**src/rtl/tmds_shift_scheduler_if.sv**
```systemverilog
// Word-triple input handshake for tmds_shift_scheduler.
// A transfer happens on a clk_shift edge where in_valid && in_ready; in_ready is the
// consumer's "holding buffer empty" flag and does not depend on in_valid.
interface tmds_shift_scheduler_if;
  logic       in_valid;
  logic       in_ready;
  logic [9:0] in_red;
  logic [9:0] in_green;
  logic [9:0] in_blue;

  modport master (
    output in_valid, in_red, in_green, in_blue,
    input  in_ready
  );

  modport slave (
    input  in_valid, in_red, in_green, in_blue,
    output in_ready
  );
endinterface

```
**src/rtl/tmds_shift_scheduler.sv**
```systemverilog
// Bit-phase sequencer for the fake-differential TMDS output stage: buffers one word
// triple, loads it on the phase counter and shifts all four channels out LSB first.
module tmds_shift_scheduler #(
  parameter logic       C_ddr        = 1'b0,
  parameter logic [9:0] C_blank      = 10'b1101010100,
  parameter logic [9:0] C_clock_word = 10'b0000011111
) (
  input  logic                         clk_shift,
  input  logic                         reset,
  input  logic                         enable,
  tmds_shift_scheduler_if.slave        in_bus,
  output logic [1:0]                   out_tmds_clock,
  output logic [1:0]                   out_tmds_red,
  output logic [1:0]                   out_tmds_green,
  output logic [1:0]                   out_tmds_blue,
  output logic                         word_strobe,
  output logic                         running,
  output logic [15:0]                  underflow_count,
  output logic [0:0]                   dbg_state
);

  localparam logic [0:0] IDLE = 1'b0;
  localparam logic [0:0] RUN  = 1'b1;
  localparam logic [3:0] LAST_PHASE = C_ddr ? 4'd4 : 4'd9;

  logic [0:0] state;
  logic [3:0] phase;
  logic       hold_full;
  logic [9:0] hold_red, hold_green, hold_blue;
  logic [9:0] sr_clock, sr_red, sr_green, sr_blue;
  logic       at_last, do_load, do_stop, accept;

  function automatic logic [9:0] shift_out(input logic [9:0] sr);
    shift_out = C_ddr ? {2'b00, sr[9:2]} : {1'b0, sr[9:1]};
  endfunction

  // SDR drives only lane bit [0]; bit [1] is the later bit in DDR.
  function automatic logic [1:0] lane(input logic [9:0] sr);
    lane = C_ddr ? sr[1:0] : {1'b0, sr[0]};
  endfunction

  always_comb begin
    at_last = (state == RUN) && (phase == LAST_PHASE);
    do_load = enable && ((state == IDLE) || at_last);
    do_stop = !enable && at_last;
    accept  = in_bus.in_valid && !hold_full;
  end

  always_ff @(posedge clk_shift or posedge reset) begin
    if (reset) begin
      state           <= IDLE;
      phase           <= 4'd0;
      hold_full       <= 1'b0;
      hold_red        <= 10'd0;
      hold_green      <= 10'd0;
      hold_blue       <= 10'd0;
      sr_clock        <= 10'd0;
      sr_red          <= 10'd0;
      sr_green        <= 10'd0;
      sr_blue         <= 10'd0;
      word_strobe     <= 1'b0;
      underflow_count <= 16'd0;
    end else begin
      word_strobe <= do_load;

      if (do_load) begin
        state    <= RUN;
        phase    <= 4'd0;
        sr_clock <= C_clock_word;
        if (hold_full) begin
          sr_red    <= hold_red;
          sr_green  <= hold_green;
          sr_blue   <= hold_blue;
          hold_full <= 1'b0;
        end else begin
          // A word accepted on this same edge is not yet usable; it waits for the next load.
          sr_red   <= C_blank;
          sr_green <= C_blank;
          sr_blue  <= C_blank;
          if (underflow_count != 16'hFFFF) begin
            underflow_count <= underflow_count + 16'd1;
          end
        end
      end else if (do_stop) begin
        state    <= IDLE;
        phase    <= 4'd0;
        sr_clock <= 10'd0;
        sr_red   <= 10'd0;
        sr_green <= 10'd0;
        sr_blue  <= 10'd0;
      end else if (state == RUN) begin
        phase    <= phase + 4'd1;
        sr_clock <= shift_out(sr_clock);
        sr_red   <= shift_out(sr_red);
        sr_green <= shift_out(sr_green);
        sr_blue  <= shift_out(sr_blue);
      end

      // in_ready low means hold_full, so accept never overlaps a full buffer.
      if (accept) begin
        hold_red   <= in_bus.in_red;
        hold_green <= in_bus.in_green;
        hold_blue  <= in_bus.in_blue;
        hold_full  <= 1'b1;
      end
    end
  end

  assign in_bus.in_ready = ~hold_full;
  assign out_tmds_clock  = lane(sr_clock);
  assign out_tmds_red    = lane(sr_red);
  assign out_tmds_green  = lane(sr_green);
  assign out_tmds_blue   = lane(sr_blue);
  assign running         = (state == RUN);
  assign dbg_state       = state;

endmodule

```
**src/flat_wrapper.sv**
```systemverilog
// flat-port wrapper written by rule: the top's interface ports become plain ports
module tmds_shift_scheduler_flat 
#(
  parameter logic       C_ddr        = 1'b0,
  parameter logic [9:0] C_blank      = 10'b1101010100,
  parameter logic [9:0] C_clock_word = 10'b0000011111
)
  (clk_shift, reset, enable, out_tmds_clock, out_tmds_red, out_tmds_green, out_tmds_blue, word_strobe, running, underflow_count, dbg_state, in_bus_in_valid, in_bus_in_red, in_bus_in_green, in_bus_in_blue, in_bus_in_ready);
  tmds_shift_scheduler_if in_bus_i ();
  input  logic clk_shift;
  input  logic reset;
  input  logic enable;
  output logic [1:0] out_tmds_clock;
  output logic [1:0] out_tmds_red;
  output logic [1:0] out_tmds_green;
  output logic [1:0] out_tmds_blue;
  output logic word_strobe;
  output logic running;
  output logic [15:0] underflow_count;
  output logic [0:0] dbg_state;
  input wire logic [$bits(in_bus_i.in_valid)-1:0] in_bus_in_valid;
  input wire logic [$bits(in_bus_i.in_red)-1:0] in_bus_in_red;
  input wire logic [$bits(in_bus_i.in_green)-1:0] in_bus_in_green;
  input wire logic [$bits(in_bus_i.in_blue)-1:0] in_bus_in_blue;
  output wire logic [$bits(in_bus_i.in_ready)-1:0] in_bus_in_ready;
  assign in_bus_i.in_valid = in_bus_in_valid;
  assign in_bus_i.in_red = in_bus_in_red;
  assign in_bus_i.in_green = in_bus_in_green;
  assign in_bus_i.in_blue = in_bus_in_blue;
  assign in_bus_in_ready = in_bus_i.in_ready;
  tmds_shift_scheduler #(.C_ddr(C_ddr), .C_blank(C_blank), .C_clock_word(C_clock_word)) u_core (.clk_shift(clk_shift), .reset(reset), .enable(enable), .in_bus(in_bus_i), .out_tmds_clock(out_tmds_clock), .out_tmds_red(out_tmds_red), .out_tmds_green(out_tmds_green), .out_tmds_blue(out_tmds_blue), .word_strobe(word_strobe), .running(running), .underflow_count(underflow_count), .dbg_state(dbg_state));
endmodule
```
**config.mk**
```make
export PLATFORM = sky130hd
export DESIGN_NAME = tmds_shift_scheduler_flat
export DESIGN_NICKNAME = d
export VERILOG_FILES = /design/src/rtl/tmds_shift_scheduler_if.sv /design/src/rtl/tmds_shift_scheduler.sv /design/src/flat_wrapper.sv
export SDC_FILE = /design/constraint.sdc
export NUM_CORES = 1
export LEC_CHECK = 0
export CORE_MARGIN = 3
export CORE_UTILIZATION = 60
export DETAILED_ROUTE_END_ITERATION = 10
export DONT_BUFFER_PORTS = 1
export HOLD_SLACK_MARGIN = 0.06
export PLACE_DENSITY = 0.81
export SLEW_MARGIN = 10
export SYNTH_ARGS = -nofsm -noshare
export SYNTH_HDL_FRONTEND = slang
export SYNTH_SLANG_ARGS = --single-unit
```
**constraint.sdc**
```tcl
create_clock -name clk_shift -period 3.5 [get_ports clk_shift]
set_input_delay 0.875 -clock clk_shift [delete_from_list [all_inputs] [get_ports clk_shift]]
set_output_delay 0.875 -clock clk_shift [all_outputs]
set_load 0.1 [all_outputs]
```
==> flow_summary.toml <==
[outcome]
outcome = "complete, no violations"

[worst_hold_path]
hold_class = "primary input to async pin"

[pwr]
p_leak_nw = 1.98
pwr-share-clk_pct = 20.7
p_int_w = 0.00215
swShare_pct = 37.6
combPwrFrac_pct = 27.4
p_per_area_nw_per_um2 = 808
seqPwrFrac_pct = 51.9
p_sw_w = 0.00130
total_power_w = 0.00345
ir_worst_vdd_v = 0.000545

[final_layout]
drive_gt1_share_pct = 25.9
fin_nets = 376
syn2layout_area_growth_pct = 8.02
antenna_cells = 0
nFillCells = 449

[global_routing]
antenna_found_initial = 0
grt_max_degree = 41
track_usage_pct = 22.5
grt_pass1_vias = 2655
grt_pass1_wl_um = 13200
gr-total-overflow = 0

[detailed_routing]
first_iter_violations = 208
wl_per_cell_um = 18.8
remaining_drc_errors = 0
routed_wl_um = 7880
antenna_left = 0
via_count = 2599
via_per_inst = 6.20
firstDrtPassIters = 5

[worst_setup_path]
crit_family = "buffers and inverters"
crit_required_ns = 2.62
endpoint_kind = "primary output"
path_max_fanout = 13
critPathSlowestCell = "inv_1"
cpPeakStageDelay_ns = 0.90
critPathKind = "flop to primary output"
path_cells = "inv_1"
cp.arrival_ns = 1.73
critPathBufInv = 1
start_kind = "flop"

[sta]
slew_headroom_pct = 20.2
timing.final.max_slew_violations = 0
setup_viol = 0
rsz0062_at_grt = "false"
fin_crit_sh_pct = 74.3
hold_viol_final = 0
tightest_slew_ns = 1.20
max_clock_freq_mhz = 384
fin_crit_ns = 2.60
fin_setup_tns_ns = 0
clock_skew_ns = 0.00415

[clock_network]
cts_setup_buffers = 0
h-tree-depth = 3
root_buffer = "clkbuf_8"
path_clk_slew_ns = 0.08
cts_buffer_depth = 2
ctsHoldBuffers = 0
cts_resized = 0
clk_latency_ns = 0.35
cts_sinks = 88
numCtsBuffers = 9
cts_tree = "yes"

[floorplan]
fp.dieH_um = 87.1
dieArea_um2 = 7590
die_x_um = 87.1
start_util_pct = 64.4
placementRows = 28
core_um2 = 6130
boundaryPins = 62

[synth]
ys_warn_count = 0
syn_avg_cell_area_um2 = 12.0
syn_area_um2 = 3950
synth_cell_types = 41
syn_inst = 328
synth-seq-cells = 88
seq_area_frac_synth_pct = 55.8

[place]
portBuffers = 0
gp_congestion = 0.815
dp_hpwl_um = 5400

[run]
cap_violations = 0
## layout make-up
type / count / area [um^2] / area share (%)
Sequential cell: 88 / 2200 / 51.7
Clock buffer: 10 / 138 / 3.23
Multi-Input combinational cell: 212 / 1570 / 36.8
Tap cell: 75 / 93.8 / 2.20
Inverter: 5 / 20.0 / 0.469
Timing Repair Buffer: 23 / 173 / 4.05
Clock inverter: 6 / 67.6 / 1.58
## registers in the layout (all words and copies together) (netlist names)
register	flops
u_core.word_strobe	1
u_core.sr_red	10
u_core.phase	4
u_core.dbg_state	1
u_core.hold_green	10
u_core.sr_clock	5
u_core.hold_red	10
u_core.hold_blue	10
u_core.sr_blue	10
u_core.sr_green	10
u_core.underflow_count	16
u_core.hold_full	1
## placed cells by master, fill, tap and decap left out, drive strengths merged, types with 4 or more instances in the layout
cell type | netlist | final
nand4 | 7 | 7
clkbuf | 3 | 10
a221o | 4 | 4
conb | 1 | 4
and2 | 4 | 4
nand3 | 7 | 7
mux2 | 31 | 31
and3 | 7 | 7
a22oi | 12 | 12
o21ai | 21 | 21
a221oi | 15 | 15
dfrtp | 88 | 88
buf | 23 | 23
nand2 | 26 | 26
nor2 | 35 | 35
inv | 5 | 5
xnor2 | 15 | 15
## cells in the mapped netlist, drive strengths merged
library cell | number | area share, %
mux2 | 31 | 8.8
o211ai | 3 | 0.70
xnor2 | 15 | 3.3
conb | 1 | 0.095
ha | 3 | 0.95
inv | 5 | 0.48
a211oi | 1 | 0.51
nand3 | 7 | 0.89
nand4b | 1 | 0.22
nand3b | 2 | 0.70
a21o | 1 | 0.19
buf | 23 | 4.1
nor3b | 1 | 0.19
o22ai | 1 | 0.16
a2111oi | 2 | 0.92
and4 | 2 | 0.44
clkbuf | 3 | 0.29
o21ai | 21 | 2.7
and3 | 7 | 1.1
a221o | 4 | 1.0
nor2b | 1 | 0.16
xor2 | 1 | 0.22
a21oi | 2 | 0.54
a22oi | 12 | 2.3
nand4 | 7 | 1.1
dfrtp | 88 | 56
nor2 | 35 | 3.3
and4b | 1 | 0.25
o2111ai | 2 | 0.44
nand2 | 26 | 2.5
a221oi | 15 | 4.9
and2 | 4 | 0.70
## metal layers
metal | part of all wire, % | track usage, % | routed length [um]
met5 | 0 | 0 | 0
met4 | 1.6 | 8.23 | 124
met3 | 5.6 | 6.15 | 441
met2 | 51 | 36.5 | 4000
met1 | 42 | 29.0 | 3310
## final timing paths
| kind | startpoint | to | slack, ns | cells past startpoint |
|---|---|---|---|---|
| max reg2reg | u_core.hold_full$_DFFE_PP0P_ | u_core.sr_blue[5]$_DFFE_PP0P_ | 1.04 | 4 |
| min | reset | u_core.sr_blue[8]$_DFFE_PP0P_ | 0.47 | 1 |
| min in group clk_shift | u_core.sr_green[9]$_DFFE_PP0P_ | u_core.sr_green[9]$_DFFE_PP0P_ | 0.48 | 2 |
| max in group asynchronous | reset | u_core.sr_clock[1]$_DFFE_PP0P_ | 2.25 | 2 |
| min reg2reg | u_core.sr_green[9]$_DFFE_PP0P_ | u_core.sr_green[9]$_DFFE_PP0P_ | 0.48 | 2 |
| max | u_core.hold_full$_DFFE_PP0P_ | in_bus_in_ready | 0.90 | 1 |
## worst reg2reg max path, cell delays in order (launching register included)
cell and delay, ns:
dfrtp_1 0.48, inv_1 0.58, a211oi_4 0.98, a221oi_1 0.17, nor2_1 0.17
## per-stage QoR
step	cells	hold WS (ns)	utilization, %	setup slack, ns	area [um^2]
after floorplan	331	0.439	-	0.346	3960
after global placement	403	0.451	66.2	1.15	4060
after detailed placement	403	0.461	66.2	1.07	4060
after CTS	419	0.477	69.6	0.873	4260
after global routing	419	0.501	69.6	0.800	4260
final	419	0.470	69.6	0.898	4260
## kinds of logic after synthesis
family | share of synthesized area (%)
and+or+nand+nor | 11.6
DFF | 55.8
AOI/OAI and AO/OA | 14.3
muxes | 8.84
buffers and inverters | 4.88
xor gates and xnor gates | 3.55
adders and majority gates | 0.951
other | 0.0950
## power by group through the flow
stage	Sequential [W]	Combinational [W]	Clock, W
after CTS	0.00179	0.000954	0.000728
after floorplan	0.00165	0.000930	0
after global routing	0.00183	0.00104	0.000765
final	0.00179	0.000943	0.000715
after global placement	0.00178	0.000900	0
after detailed placement	0.00180	0.000950	0
Power figures use the tool's default switching activity.
